<file path="config.mk">
export PLATFORM = sky130hd
export DESIGN_NAME = pwm_peripheral_flat
export DESIGN_NICKNAME = d
export VERILOG_FILES = /design/src/rtl/pwm_peripheral_if.sv /design/src/rtl/pwm_peripheral.sv /design/src/flat_wrapper.sv
export SDC_FILE = /design/constraint.sdc
export NUM_CORES = 1
export LEC_CHECK = 0
export BUFFER_PORTS_ARGS = -buffer_cell sky130_fd_sc_hd__buf_2
export CORE_UTILIZATION = 47
export DETAILED_ROUTE_END_ITERATION = 10
export GPL_TIMING_DRIVEN = 0
export HOLD_SLACK_MARGIN = 0.02
export MAX_ROUTING_LAYER = met4
export PLACE_DENSITY = 0.89
export SETUP_SLACK_MARGIN = 0.1
export SKIP_CTS_REPAIR_TIMING = 1
export SLEW_MARGIN = 20
export SYNTH_ARGS = -nofsm -noshare
export SYNTH_HDL_FRONTEND = slang
export SYNTH_SLANG_ARGS = --single-unit
</file>
<file path="constraint.sdc">
create_clock -name clk -period 3.3 [get_ports clk]
set_input_delay 0.33 -clock clk [delete_from_list [all_inputs] [get_ports clk]]
set_output_delay 0.33 -clock clk [all_outputs]
set_load 0.02 [all_outputs]
</file>
<file path="src/rtl/pwm_peripheral_if.sv">
// Configuration and pin bundle between the SPI register block (master) and the PWM peripheral (slave).
interface pwm_peripheral_if;
  logic [7:0] en_reg_out_7_0;
  logic [7:0] en_reg_out_15_8;
  logic [7:0] en_reg_pwm_7_0;
  logic [7:0] en_reg_pwm_15_8;
  logic [7:0] pwm_duty_cycle;
  logic [7:0] uo_out;
  logic [7:0] uio_out;
  logic       period_start;

  modport master (
    output en_reg_out_7_0, en_reg_out_15_8, en_reg_pwm_7_0, en_reg_pwm_15_8, pwm_duty_cycle,
    input  uo_out, uio_out, period_start
  );

  modport slave (
    input  en_reg_out_7_0, en_reg_out_15_8, en_reg_pwm_7_0, en_reg_pwm_15_8, pwm_duty_cycle,
    output uo_out, uio_out, period_start
  );
endinterface

</file>
<file path="src/rtl/pwm_peripheral.sv">
// Prescaled 8-bit PWM driving 16 pins as forced-low, forced-high or shared PWM.
// Optional macro PWM_DUTY_SHADOW_EN: duty is latched only at the period boundary.
module pwm_peripheral #(
  parameter int unsigned CLK_DIV = 13
) (
  input  logic             clk,
  input  logic             rst_n,
  pwm_peripheral_if.slave  bus
);

  localparam int unsigned PRE_W = (CLK_DIV > 1) ? $clog2(CLK_DIV) : 1;
  localparam int unsigned CNT_W = 8;
  localparam int unsigned PIN_W = 16;
  localparam logic [PRE_W-1:0] PRE_MAX = PRE_W'(CLK_DIV - 1);
  localparam logic [CNT_W-1:0] CNT_MAX = '1;

  logic [PRE_W-1:0] prescaler;
  logic [CNT_W-1:0] pwm_cnt;
  logic             wrap;
  logic             tick_c;
  logic             boundary_c;
  logic [CNT_W-1:0] duty_c;
  logic             pwm_sig_c;
  logic [PIN_W-1:0] en_out_c;
  logic [PIN_W-1:0] en_pwm_c;
  logic [PIN_W-1:0] pins_c;

  assign tick_c     = (prescaler == PRE_MAX);
  assign boundary_c = tick_c && (pwm_cnt == CNT_MAX);

`ifdef PWM_DUTY_SHADOW_EN
  logic [CNT_W-1:0] duty_shadow;

  // Duty only changes between periods so a running pulse is never cut or stretched.
  always_ff @(posedge clk or negedge rst_n) begin
    if (!rst_n) begin
      duty_shadow <= '0;
    end else if (boundary_c) begin
      duty_shadow <= bus.pwm_duty_cycle;
    end
  end

  assign duty_c = duty_shadow;
`else
  assign duty_c = bus.pwm_duty_cycle;
`endif

  // Full-scale duty is forced high so 0xFF has no one-step low gap.
  assign pwm_sig_c = (duty_c == CNT_MAX) || (pwm_cnt < duty_c);

  assign en_out_c = {bus.en_reg_out_15_8, bus.en_reg_out_7_0};
  assign en_pwm_c = {bus.en_reg_pwm_15_8, bus.en_reg_pwm_7_0};
  assign pins_c   = en_out_c & (~en_pwm_c | {PIN_W{pwm_sig_c}});

  // Prescaler, period counter and registered pin stage; period_start trails the wrap by one clk
  // so it lines up with the first pin cycle that reflects pwm_cnt == 0.
  always_ff @(posedge clk or negedge rst_n) begin
    if (!rst_n) begin
      prescaler        <= '0;
      pwm_cnt          <= '0;
      wrap             <= 1'b0;
      bus.uo_out       <= '0;
      bus.uio_out      <= '0;
      bus.period_start <= 1'b0;
    end else begin
      prescaler <= tick_c ? '0 : prescaler + PRE_W'(1);
      if (tick_c) begin
        pwm_cnt <= pwm_cnt + CNT_W'(1);
      end
      wrap             <= boundary_c;
      bus.period_start <= wrap;
      bus.uo_out       <= pins_c[7:0];
      bus.uio_out      <= pins_c[15:8];
    end
  end

endmodule

</file>
<file path="src/flat_wrapper.sv">
// flat-port wrapper written by rule: the top's interface ports become plain ports
module pwm_peripheral_flat 
#(
  parameter int unsigned CLK_DIV = 13
)
  (clk, rst_n, bus_en_reg_out_7_0, bus_en_reg_out_15_8, bus_en_reg_pwm_7_0, bus_en_reg_pwm_15_8, bus_pwm_duty_cycle, bus_uo_out, bus_uio_out, bus_period_start);
  pwm_peripheral_if bus_i ();
  input  logic clk;
  input  logic rst_n;
  input wire logic [$bits(bus_i.en_reg_out_7_0)-1:0] bus_en_reg_out_7_0;
  input wire logic [$bits(bus_i.en_reg_out_15_8)-1:0] bus_en_reg_out_15_8;
  input wire logic [$bits(bus_i.en_reg_pwm_7_0)-1:0] bus_en_reg_pwm_7_0;
  input wire logic [$bits(bus_i.en_reg_pwm_15_8)-1:0] bus_en_reg_pwm_15_8;
  input wire logic [$bits(bus_i.pwm_duty_cycle)-1:0] bus_pwm_duty_cycle;
  output wire logic [$bits(bus_i.uo_out)-1:0] bus_uo_out;
  output wire logic [$bits(bus_i.uio_out)-1:0] bus_uio_out;
  output wire logic [$bits(bus_i.period_start)-1:0] bus_period_start;
  assign bus_i.en_reg_out_7_0 = bus_en_reg_out_7_0;
  assign bus_i.en_reg_out_15_8 = bus_en_reg_out_15_8;
  assign bus_i.en_reg_pwm_7_0 = bus_en_reg_pwm_7_0;
  assign bus_i.en_reg_pwm_15_8 = bus_en_reg_pwm_15_8;
  assign bus_i.pwm_duty_cycle = bus_pwm_duty_cycle;
  assign bus_uo_out = bus_i.uo_out;
  assign bus_uio_out = bus_i.uio_out;
  assign bus_period_start = bus_i.period_start;
  pwm_peripheral #(.CLK_DIV(CLK_DIV)) u_core (.clk(clk), .rst_n(rst_n), .bus(bus_i));
endmodule
</file>
== Word-level counts from Yosys, hierarchy flattened ==
Cells that the tools add are included.
Word-level totals
  bits in latches: 0
  memory bits (writable): 0
  bits of input ports: 42
  memories kept: 0
  memory bits (read-only): 0
  flip-flop bits (word level): 30
Cells by class
  $mul: 0
  reductions and logical operators: 2
  bitwise operators: 3
  $add $sub $neg: 2
  div/mod/pow operators: 0
  order comparisons: 1
  equal/unequal tests: 3
  muxes and demuxes: 1
  shift-type cells: 0
Operator list (number)
  16-bit bitwise AND: 1
  8-bit == test (second input constant): 2
  16-bit inverter: 1
  16-bit OR: 1
  8-bit by 1-bit adder with 8-bit output (second input constant): 1
  8-bit less-than comparator: 1
  4-bit by 1-bit adder with 4-bit output (second input constant): 1
  4-bit == test (second input constant): 1
  4-bit 2-to-1 mux: 1
  1-bit logical AND: 1
  1-bit logical OR: 1

== Longest topological paths before layout ==
  depth after elaboration: 4
  depth in mapped cells: 7
  gate-level depth less buffers: 6

== Worst setup path before layout ==
Ideal clock, no wire load.
  path type: register -> register
  start point: register u_core.pwm_cnt[5]
  end point: register u_core.bus.uio_out[0]
  data required time: 3178 ps
  setup time: 122 ps
  data arrival time: 1609 ps
  path slack: 1569 ps
  stages on the path, launching flop included: 7
  period minus slack after synthesis: 1731 ps
  cells stage by stage: dfrtp_1 > ha_1 > and4_2 > o21ai_2 > o32ai_2 > buf_6 > a21boi_2
On the way
  longest elaborated chain between the ends: 4
RTL lines
  start: declaration: RTL line pwm_peripheral.sv:18  | logic [CNT_W-1:0] pwm_cnt;
  start signal: assignment: RTL line pwm_peripheral.sv:68  | pwm_cnt <= pwm_cnt + CNT_W'(1);
  8-bit less-than comparator: RTL line pwm_peripheral.sv:49  | assign pwm_sig_c = (duty_c == CNT_MAX) || (pwm_cnt < duty_c);
  1-bit logical OR: RTL line pwm_peripheral.sv:49
  16-bit OR: RTL line pwm_peripheral.sv:53  | assign pins_c = en_out_c & (~en_pwm_c | {PIN_W{pwm_sig_c}});
  16-bit bitwise AND: RTL line pwm_peripheral.sv:53
  named net u_core.pins_c[8]: RTL line pwm_peripheral.sv:26  | logic [PIN_W-1:0] pins_c;
  end signal: assignment: RTL line pwm_peripheral.sv:73  | bus.uio_out <= pins_c[15:8];
  end: declaration: RTL line pwm_peripheral_if.sv:19  | output uo_out, uio_out, period_start
The timed path passes the listed nets, and every way through them passes these cells.
A chain may end at the register's enable or synchronous reset.

== Worst setup path after layout ==
  start point: register u_core.pwm_cnt[7]
  end point: register u_core.bus.uio_out[2]
The elaborated chain is that of the path after synthesis.

==> flow_summary.toml <==
[sta]
clock.fmax_mhz = 498
finalClockSkew_ns = 0.00944
worst_pin_slew_ns = 0.665
worst_hold_slack_ns = 0.0211
setup_viol = 0
slew_headroom = 0.557
grt_setup_unrepaired = "false"
final_hold_viol_count = 0
final.period_utilization = 0.609
slew_viol_final = 0
period_minus_slack_ns = 2.01
setup_tns_ns = 0

[logic_synthesis]
ys_seq_elements = 30
yosysWarnings = 0
syn_area_per_cell_um2 = 13.2
seq_area_frac_synth = 0.545
synth_nets = 156
ys_types = 27
syn_area_um2 = 1380
synthCells = 104

[placed_design]
finalWeightedCongestion = 0.750
dp_hpwl_um = 2270
io_buffers = 58
dp_cells = 193
placed_cell_area_um2 = 1710

[detailed_routing]
avgRoutedWirePerCell_um = 14.1
vias_per_cell = 5.17
ant_nets = 0
dr.first_iter.drc_count = 18
vias = 1040
wirelength_um = 2840
remaining_drc_errors = 0
drtPass1Iterations = 3

[worst_setup_path]
arrival_ns = 2.23
crit_path_start_kind = "flop"
cpLargestDelayFamily = "compound AO/OA/AOI/OAI gates"
worstSetupEndpointType = "flop"
critical_path.max_stage_delay_ns = 0.53
critPathRequiredTime_ns = 3.52
path_class = "flop to flop"
crit_chain = "ha_1 -> and4_2 -> o21ai_2 -> o32ai_2 -> buf_6 -> a21boi_2"
crit_fanout = 10
cpMaxStageDelayCell = "o32ai_2"
critPathBufInv = 1

[clocking]
worstSkewPairLatency_ns = 0.33
clkSlewWorstSetupHoldPaths_ns = 0.09
cts_root_buf = "clkbuf_4"
cts.sinks = 30
cts_tree = "built"
htreeDepth = 2
cts_made_buffers = 5
clockBufferDepth = 2

[floorplan]
initial_core_util = 0.500
num_io_pins = 59
die_height_um = 56.1
die_w_um = 56.1
coreArea_um2 = 2760
std_cell_rows = 19
dieArea_um2 = 3150

[power_and_ir_drop]
power_density_nw_per_um2 = 387
total_leakage_power_uw = 0.000932
ir_drop_uv = 390

[final_layout]
drive_above_1_share = 0.494
final_cell_area_um2 = 1770
fin_cells = 201
diodes = 0
area_delta_synth_final_pct = 28.2
nNetsFinal = 221
final_cell_mix = "buf_2, dfrtp_1, inv_1, a21boi_2, ha_1"
final_common_cell = "buf_2"

[hold_path]
hp-class = "input port to asynchronous set/reset pin"

[global_route]
antenna_found_initial = 0
grtUsageTotal = 0.205
overflow = 0
grt_pass1_wl_um = 4690
grt_max_degree = 31
grt_pass1_vias = 1157

[status]
status = "complete, no violations"

[job]
drv_cap = 0
==> sequential cells by signal, summed over array words and instances, names as in the netlist <==
register and flops:
u_core.prescaler 4, u_core.pwm_cnt 8, u_core.wrap 1, u_core.bus.period_start 1
u_core.bus.uio_out 8, u_core.bus.uo_out 8
==> cells by family after synthesis <==
| kind of cell | synth area share |
|---|---|
| and+or+nand+nor | 0.0772 |
| muxes | 0.00817 |
| adders and majority gates | 0.0908 |
| xor gates and xnor gates | 0.0509 |
| AOI/OAI and AO/OA | 0.189 |
| buffers and inverters | 0.0391 |
| DFF | 0.545 |
==> routing by layer <==
| layer | GRT usage | wire length [um] | up-vias |
|---|---|---|---|
| li1 | - | - | 496 |
| met1 | 0.207 | 1110 | 487 |
| met2 | 0.372 | 1480 | 50 |
| met3 | 0.0395 | 182 | 7 |
| met4 | 0.105 | 70 | 0 |
| met5 | - | 0 | - |
==> layout make-up <==
cell class	instances	area, um^2
fill	232	991
clock inverter	1	5.00
buffer	2	16.3
tap	31	38.8
timing repair buffer	58	290
inverter	10	37.5
sequential	30	751
multi-input combinational	62	573
clock buffer	7	55.1
==> where the power goes <==
part	total [uW]	internal [uW]	switching, uW	leakage [uW]
sequential	380	377	2.36	0.000362
combinational	78.9	36.6	42.3	0.000535
clock	225	103	122	0.0000353
==> stage by stage <==
step,util,worst slack [ns],power (uW)
2_1_floorplan,-,1.57,420
3_3_place_gp,0.619,1.30,463
3_5_place_dp,0.619,1.23,467
4_1_cts,0.641,1.28,694
5_1_grt,0.641,1.18,713
6_report,0.641,1.29,684
==> worst paths after layout <==
| check | from | end | slack (ns) | depth (start not counted) |
|---|---|---|---|---|
| max in group asynchronous | rst_n | u_core.bus.period_start | 2.85 | 1 |
| hold reg to reg | u_core.wrap | u_core.bus.period_start | 0.36 | 0 |
| hold / removal | rst_n | u_core.bus.uo_out[7] | 0.02 | 1 |
| setup / recovery | u_core.pwm_cnt[7] | u_core.bus.uio_out[2] | 1.29 | 6 |
| setup reg to reg | u_core.pwm_cnt[7] | u_core.bus.uio_out[2] | 1.29 | 6 |
| min in group clk | bus_en_reg_pwm_15_8[5] | u_core.bus.uio_out[5] | 0.15 | 2 |
==> cell usage after synthesis (all sizes together) <==
cell type,count,share of area
dfrtp,30,0.54
a21boi,16,0.11
ha,10,0.091
inv,10,0.027
xnor2,5,0.032
nor2,4,0.011
and3,3,0.014
and4,3,0.020
nand3,3,0.011
xor2,3,0.019
a21oi,2,0.0073
nand4,2,0.0091
o21ai,2,0.010
a2111oi,1,0.020
a21o,1,0.0055
a41o,1,0.0082
buf,1,0.0082
clkbuf,1,0.0036
mux2,1,0.0082
nand2,1,0.0027
nand2b,1,0.010
o21a,1,0.0055
o32ai,1,0.012
o41ai,1,0.0064
Power figures use the tool's default switching activity.
